$ cat src/rtl/systolic_pkg.sv
// Shared types and constants for the systolic array sequencer.
package systolic_pkg;

  localparam int FP_W = 32;
  localparam logic [FP_W-1:0] FP_ZERO = 32'h0;

  typedef enum logic [2:0] {
    IDLE,
    CLEAR,
    FEED,
    FLUSH,
    DRAIN,
    DONE
  } state_e;

endpackage

$ cat src/rtl/systolic_ctrl_skew_line.sv
// Fixed-depth delay line that skews one operand lane onto the array edge.
module skew_line #(
  parameter int DEPTH = 1,
  parameter int W     = 32
) (
  input  logic         clk,
  input  logic         reset,
  input  logic [W-1:0] din,
  output logic [W-1:0] dout
);

  if (DEPTH == 0) begin : g_wire
    logic unused_clk_reset;
    assign unused_clk_reset = clk ^ reset;
    assign dout = din;
  end else begin : g_pipe
    logic [W-1:0] sr_q [DEPTH];
    logic [W-1:0] sr_d [DEPTH];

    always_comb begin
      sr_d[0] = din;
      for (int s = 1; s < DEPTH; s++) begin
        sr_d[s] = sr_q[s-1];
      end
    end

    // Cleared on reset so an abandoned job leaves no operands on the edges.
    always_ff @(posedge clk) begin
      if (reset) begin
        for (int s = 0; s < DEPTH; s++) begin
          sr_q[s] <= '0;
        end
      end else begin
        sr_q <= sr_d;
      end
    end

    assign dout = sr_q[DEPTH-1];
  end

endmodule

$ cat src/rtl/systolic_ctrl.sv
// Job sequencer for an N x N output-stationary systolic array: clear, feed
// K skewed operand slices, flush the wavefront, then present result rows.
module systolic_ctrl
  import systolic_pkg::*;
#(
  parameter int N  = 4,
  parameter int KW = 8,
  parameter int RW = $clog2(N)
) (
  input  logic              clk,
  input  logic              reset,
  input  logic              start,
  input  logic [KW-1:0]     k_len,
  output logic              busy,
  output logic              done,
  output logic              rd_en,
  output logic [KW-1:0]     rd_addr,
  input  logic [N*FP_W-1:0] a_col_data,
  input  logic [N*FP_W-1:0] b_row_data,
  output logic [N*FP_W-1:0] a_edge,
  output logic [N*FP_W-1:0] b_edge,
  output logic              pe_clr,
  output logic              c_row_valid,
  output logic [RW-1:0]     c_row_sel
);

  localparam logic [KW-1:0] FLUSH_LAST = KW'(2 * N - 1);
  localparam logic [KW-1:0] DRAIN_LAST = KW'(N - 1);

  state_e        state_q, state_d;
  logic [KW-1:0] phase_q, phase_d;
  logic [KW-1:0] k_len_q, k_len_d;
  logic          rd_vld_q, rd_vld_d;

  logic [N*FP_W-1:0] a_gated;
  logic [N*FP_W-1:0] b_gated;

  always_comb begin
    state_d     = state_q;
    phase_d     = phase_q;
    k_len_d     = k_len_q;
    busy        = (state_q != IDLE);
    done        = 1'b0;
    rd_en       = 1'b0;
    rd_addr     = '0;
    c_row_valid = 1'b0;
    c_row_sel   = '0;
    case (state_q)
      IDLE: begin
        phase_d = '0;
        if (start) begin
          state_d = CLEAR;
          k_len_d = k_len;
        end
      end
      CLEAR: begin
        phase_d = '0;
        state_d = (k_len_q == '0) ? FLUSH : FEED;
      end
      FEED: begin
        rd_en   = 1'b1;
        rd_addr = phase_q;
        if (phase_q == k_len_q - KW'(1)) begin
          phase_d = '0;
          state_d = FLUSH;
        end else begin
          phase_d = phase_q + KW'(1);
        end
      end
      FLUSH: begin
        if (phase_q == FLUSH_LAST) begin
          phase_d = '0;
          state_d = DRAIN;
        end else begin
          phase_d = phase_q + KW'(1);
        end
      end
      DRAIN: begin
        c_row_valid = 1'b1;
        c_row_sel   = phase_q[RW-1:0];
        if (phase_q == DRAIN_LAST) begin
          phase_d = '0;
          state_d = DONE;
        end else begin
          phase_d = phase_q + KW'(1);
        end
      end
      DONE: begin
        done    = 1'b1;
        state_d = IDLE;
      end
      default: state_d = IDLE;
    endcase
  end

  // Buffer data arrives one cycle after the read strobe.
  assign rd_vld_d = rd_en;

  always_ff @(posedge clk) begin
    if (reset) begin
      state_q  <= IDLE;
      phase_q  <= '0;
      k_len_q  <= '0;
      rd_vld_q <= 1'b0;
    end else begin
      state_q  <= state_d;
      phase_q  <= phase_d;
      k_len_q  <= k_len_d;
      rd_vld_q <= rd_vld_d;
    end
  end

  assign pe_clr = reset | (state_q == CLEAR);

  // Invalid cycles feed +0.0 so the PEs keep their sums while the wave drains.
  assign a_gated = rd_vld_q ? a_col_data : {N{FP_ZERO}};
  assign b_gated = rd_vld_q ? b_row_data : {N{FP_ZERO}};

  for (genvar i = 0; i < N; i++) begin : g_lane
    skew_line #(.DEPTH(i), .W(FP_W)) u_skew_a (
      .clk   (clk),
      .reset (reset),
      .din   (a_gated[i*FP_W +: FP_W]),
      .dout  (a_edge[i*FP_W +: FP_W])
    );
    skew_line #(.DEPTH(i), .W(FP_W)) u_skew_b (
      .clk   (clk),
      .reset (reset),
      .din   (b_gated[i*FP_W +: FP_W]),
      .dout  (b_edge[i*FP_W +: FP_W])
    );
  end

endmodule

$ cat config.mk
export PLATFORM = sky130hd
export DESIGN_NAME = systolic_ctrl
export DESIGN_NICKNAME = d
export VERILOG_FILES = /design/src/rtl/systolic_pkg.sv /design/src/rtl/systolic_ctrl_skew_line.sv /design/src/rtl/systolic_ctrl.sv
export SDC_FILE = /design/constraint.sdc
export NUM_CORES = 1
export LEC_CHECK = 0
export ABC_AREA = 1
export CORE_AREA = 3 3 206 208
export DETAILED_ROUTE_END_ITERATION = 6
export DIE_AREA = 0 0 209 211
export GPL_TIMING_DRIVEN = 0
export PLACE_DENSITY = 0.73
export SYNTH_ARGS = -nofsm -noshare
export SYNTH_HDL_FRONTEND = slang
export SYNTH_SLANG_ARGS = --single-unit
$ cat constraint.sdc
create_clock -name clk -period 1.8 [get_ports clk]
set_input_delay 0.45 -clock clk [delete_from_list [all_inputs] [get_ports clk]]
set_output_delay 0.45 -clock clk [all_outputs]
set_load 0.1 [all_outputs]
# Word-level counts from Yosys, hierarchy flattened
# Cells that the tools add are included.
[word_totals] out_inout_bits=271 inputBits=267 ff_bits=404
[op_classes] n_eq_ne=12 n_reduce_logical=8 bitwise_logic=2 n_addsub=2 muxes=17
[op_table] operator="two-way mux 32 bit" n=2
[op_table] operator="two-way mux 8 bit" n=4
[op_table] operator="case mux 8 bit (4 select lines)" n=1
[op_table] operator="case mux 3 bit (5 select lines)" n=1
[op_table] operator="two-way mux 3 bit" n=4
[op_table] operator="adder 8 x 1 -> 8 bit (second input constant)" n=1
[op_table] operator="== test 8 x 2 -> 1 bit (second input constant)" n=1
[op_table] operator="== test 8 x 3 -> 1 bit (second input constant)" n=1
[op_table] operator="== test 8 bit" n=1
[op_table] operator="logical NOT 8 bit" n=1
[op_table] operator="inequality test 2 bit (second input constant)" n=4
[op_table] operator="subtractor 8 x 1 -> 8 bit (second input constant)" n=1
[op_table] operator="== test 3 x 2 -> 1 bit (second input constant)" n=2
[op_table] operator="== test 3 bit (second input constant)" n=2
[op_table] operator="two-way mux 1 bit" n=4
[op_table] operator="AND reduction 4 bit" n=1
[op_table] operator="nonzero test 4 bit" n=1
[op_table] operator="OR reduction 2 bit" n=2
[op_table] operator="== test 3 x 1 -> 1 bit (second input constant)" n=1
[op_table] operator="logical NOT 3 bit" n=1
[op_table] operator="nonzero test 3 bit" n=1
[op_table] operator="two-way mux 2 bit" n=1
[op_table] operator="AND reduction 2 bit" n=1
[op_table] operator="NOT 1 bit" n=1
[op_table] operator="bitwise OR 1 bit" n=1

# Longest topological paths before layout
[depth] ltp_word=4 depth_mapped=17

# By module
# Synthesis repeated with hierarchy kept, for this count alone.
[unflattened] hier_cells=2054 area_unflattened_um2=15155.8
[by_module_without_submodules] mod="skew_line at g_lane[3].u_skew_a ..." seq_area_each_um2=1921.8 area_each_um2=2813.9 cells_per_inst=299 n_inst=2
[by_module_without_submodules] mod="skew_line at g_lane[2].u_skew_a ..." seq_area_each_um2=1281.2 area_each_um2=1840.5 cells_per_inst=199 n_inst=2
[by_module_without_submodules] mod="systolic_ctrl" seq_area_each_um2=400.4 area_each_um2=3537.1 cells_per_inst=796 n_inst=1
[by_module_without_submodules] mod="skew_line at g_lane[1].u_skew_a ..." seq_area_each_um2=640.6 area_each_um2=914.6 cells_per_inst=99 n_inst=2
[by_module_without_submodules] mod="skew_line at g_lane[0].u_skew_a ..." seq_area_each_um2=0.0 area_each_um2=240.2 cells_per_inst=32 n_inst=2

# Worst setup path before layout
# OpenSTA, ideal clock, no wires.
[synth_timing] path_type="reg-to-output" from="register state_q[1]" to="output port rd_addr[0]" arrival_time_ns=3.728 path_buffers=0 path_slack_ns=-2.378 stages_incl_launch_ff=5 required_ns=1.350 cell_sequence="dfxtp_1 -> inv_1 -> nor3_2 -> clkinv_1 -> nor2_1"
[synth_via] elab_chain_cells=2
[synth_lines] element="start: declaration" line_no="systolic_ctrl.sv:30" rtl="state_e state_q, state_d;"
[synth_lines] element="start signal: assignment" line_no="systolic_ctrl.sv:106" rtl="state_q <= state_d;"
[synth_lines] element="== test 3 x 2 -> 1 bit" line_no="systolic_ctrl.sv:48" rtl="case (state_q)"
[synth_lines] element="two-way mux 8 bit" line_no="systolic_ctrl.sv:48"
[synth_lines] element="end: declaration" line_no="systolic_ctrl.sv:17" rtl="output logic [KW-1:0] rd_addr,"
# Every way passes these cells.

# Worst setup path in the final report
[layout_timing] from="register state_q[0]" to="output port c_row_sel[0]"
[layout_via] elab_chain_cells=2
[layout_lines] element="== test 3 bit" line_no="systolic_ctrl.sv:48"
[layout_lines] element="two-way mux 2 bit" line_no="systolic_ctrl.sv:48"
[layout_lines] element="end: declaration" line_no="systolic_ctrl.sv:24" rtl="output logic [RW-1:0] c_row_sel"
# Every way passes these cells.

==> flow_summary_export.csv <==
group,metric,value,unit
outcome,outcome,"finished with violations",
outcome,violations,"negative setup slack",
logic_synthesis,syn_nets,1831,
detailed_routing,wl_per_cell,15.9,um
worst_setup_path,slowest_stage,"dfxtp_2",
detailed_routing,routed-via-count,11000,
worst_setup_path,timing.rr.start,"k_len_q[0]",
global_route,grtUsageMet1,19.4,%
logic_synthesis,synthTopCellsByArea,"dfxtp_1 64%, inv_1 14%, nor2_1 12%, nand2_1 4.0%, clkbuf_1 1.1%",
clock_network,worstSkewPairLatency,550,ps
hold_path,hold-path-endpoint,"g_lane[3].u_skew_a.dout[6]",
detailed_routing,drt_iter0_drc,509,
logic_synthesis,synth_cell_types,25,
sta,finalHoldViolations,0,
finish,stdcell_count,2725,
die,dieHeight,211,um
worst_setup_path,path_cells,"nor2_2 -> inv_2 -> nor2_4 -> inv_4 -> nor2_4 -> buf_12",
logic_synthesis,ys_seq_area_share,64.0,%
global_route,busiest_layer,"met2",
global_route,use_met2,31.7,%
place,dp_cells,2630,
sta,fin_crit_sh,117,%
detailed_routing,ant_nets,0,
logic_synthesis,synth_mux_area_share,0,%
detailed_routing,firstDrtPassIters,6,
worst_setup_path,cp.required,1350,ps
logic_synthesis,synth_top_cell_by_area,"dfxtp_1",
place,gp_congestion,0.857,
sta,maxSlewHeadroom,57.0,%
sta,holdWs,389,ps
hold_path,min_path_type,"reg2reg",
logic_synthesis,synth_compound_area_share,0.871,%
logic_synthesis,ys_ff_latch,404,
power_and_ir_drop,power,25000,uW
finish,fin_area,21300,sq um
global_route,grtUsageTotal,17.8,%
clock_network,cts.htree.levels,2,
place,placed_area,19000,sq um
global_route,first_global_vias,11300,
die,die_area,44100,sq um
detailed_routing,drc,0,
sta,rsz0062_at_grt,"true",
logic_synthesis,ys_warn_count,0,
die,core_area,40700,sq um
logic_synthesis,syn_area_per_cell,8.09,sq um
logic_synthesis,synth-simple-area-share,18.2,%
die,io_pins,538,
hold_path,min-delay-start,"g_lane[3].u_skew_a.g_pipe.sr_d[6]",
logic_synthesis,synthXorXnorAreaFrac,0.555,%
logic_synthesis,synthArstFlopShare,0,%
worst_setup_path,path_max_fanout,5,
worst_setup_path,r2r_setup_slack,-60,ps
worst_setup_path,end_kind,"primary output",
global_route,grt_max_degree,16,
clock_network,cts_buffer_depth,3,
worst_setup_path,cp_common_cell,"nor2_4",
sta,tightest_slew,645,ps
detailed_routing,drt_wl_total,43200,um
logic_synthesis,synth_top_family_by_area,"simple AND/OR/NAND/NOR gates",
worst_setup_path,r2r_end,"phase_q[7]",
sta,setup_ws,-315,ps
sta,final_max_slew_viol_count,0,
die,start_util,31.0,%
die,die_w,209,um
clock_network,cts_tree,"done",
clock_network,clk_pin_slew,60,ps
global_route,grt_pass1_wl,61400,um
hold_path,whs_path_depth,2,
logic_synthesis,synthAdderAreaFrac,0.198,%
clock_network,numCtsBuffers,42,
sta,layout_min_cycle_time,2110,ps
worst_setup_path,critPathArrivalTime,1660,ps
sta,fmax,473,MHz
worst_setup_path,cp-start-kind,"register",
sta,finalSetupViolations,89,
worst_setup_path,critical_path.startpoint,"state_q[0]",
finish,layout_commonest_cell,"inv_1",
die,rows,74,
power_and_ir_drop,leakage,0.0101,uW
power_and_ir_drop,power_density,1170,nW/um^2
detailed_routing,avgViaCountPerCell,4.04,
worst_setup_path,path_buf_inv,3,
global_route,gr-total-overflow,0,
finish,area_delta_synth_final,68.4,%
worst_setup_path,rr_worst_depth,14,
finish,final_cell_mix,"409 x inv_1, 401 x nor2_1, 398 x dfxtp_1",
clock_network,clkSinkCount,404,
logic_synthesis,syn_area,12600,sq um
worst_setup_path,crit_type,"reg2out",
global_route,grt_use_met3,5.94,%
finish,fillers,3678,
place,dpl.hpwl,31100,um
logic_synthesis,synth_top_area_share,64.0,%
logic_synthesis,synth-edff-count,0,
finish,nNetsFinal,2431,
job,max_cap_violations,0,
worst_setup_path,cp_slowest_stage_delay,360,ps
worst_setup_path,path_delay_family,"simple AND/OR/NAND/NOR gates",
clock_network,ctsRootBufferMaster,"clkbuf_16",
logic_synthesis,netlist_instances,1562,
global_route,antenna_found_initial,6,
power_and_ir_drop,ir_worst_vdd,0.000670,V
clock_network,holdBufCountCts,0,
sta,fin_worst_skew,22.4,ps
logic_synthesis,ys.flop_type,"dfxtp_1",
finish,drive_gt1_share,26.2,%
place,io_buffers,536,
finish,post-route-util,52.2,%
-- cells by family after synthesis --
logic type      count (synthesis)
simple gates                  584
buf+inv                       542
flops                         404
compound gates                 22
xor+xnor                        8
fa+ha+maj                       2
-- worst register-to-register path: cells and delay by family (launching register included) --
kind / cells / cell delay (ps)
XOR/XNOR: 1 / 150
buffers and inverters: 2 / 90
adder cells (fa/ha/maj): 1 / 260
AND/OR/NAND/NOR: 10 / 870
flip-flops: 1 / 370
-- registers in the layout, summed over array words and instances (netlist names) --
register,count
g_lane.u_skew_a.dout,96
g_lane.u_skew_b.dout,96
g_lane.u_skew_a.g_pipe.sr_d,96
g_lane.u_skew_b.g_pipe.sr_d,96
k_len_q,8
phase_q,8
state_q,3
rd_vld_q,1
-- worst max path at each step --
| stage | to | slack (ps) | cells past startpoint |
|---|---|---|---|
| final | c_row_sel[0] | -310 | 6 |
| after global routing | rd_addr[7] | -410 | 5 |
| after CTS | rd_addr[5] | -340 | 5 |
| after detailed placement | b_edge[20] | -1440 | 5 |
| after global placement | a_edge[8] | -1420 | 5 |
| after floorplan | rd_addr[0] | -970 | 4 |
-- stage by stage --
step	setup WS, ps	setup TNS (ps)
2_1_floorplan	-971	-9530
3_3_place_gp	-1420	-247970
3_5_place_dp	-1440	-259750
4_1_cts	-339	-42700
5_1_grt	-412	-28250
6_report	-315	-19410
-- routing by layer --
| metal | up-vias | routed length [um] |
|---|---|---|
| met5 | - | 40 |
| met4 | 6 | 1790 |
| met3 | 120 | 3590 |
| met2 | 427 | 21900 |
| met1 | 4983 | 16000 |
| li1 | 5467 | - |
-- power by group --
group	internal, uW	switching (uW)
sequential	9350	216
combinational	2270	4320
clock	5240	3580
-- cell usage after synthesis (all sizes together) (6+ instances only) --
library cell    n
dfxtp         404
nand4           6
nor2          420
clkbuf         36
o21ai          11
xor2            6
nand2         136
inv           488
a21oi          11
nand3          14
buf            16
nor3            7
-- timing repair --
action / in CTS / in global routing
buffers inserted: 4 / 7
gates cloned: 1 / 8
gates resized for setup: 1432 / 477
pin swaps: 3 / 10
setup endpoints to repair: 422 / 363
-- area by class of cell --
type	instances	area, sq um	share of cell area, %
sequential	404	8100	38.1
timing repair buffer	555	5560	26.1
clock inverter	20	248	1.16
timing repair inverter	1	11.3	0.0529
inverter	490	2090	9.81
clock buffer	53	1170	5.52
multi-input combinational	616	3090	14.5
buffer	52	339	1.59
tap	532	666	3.13
antenna	2	5.00	0.0235
(Power assumes the default switching activity.)
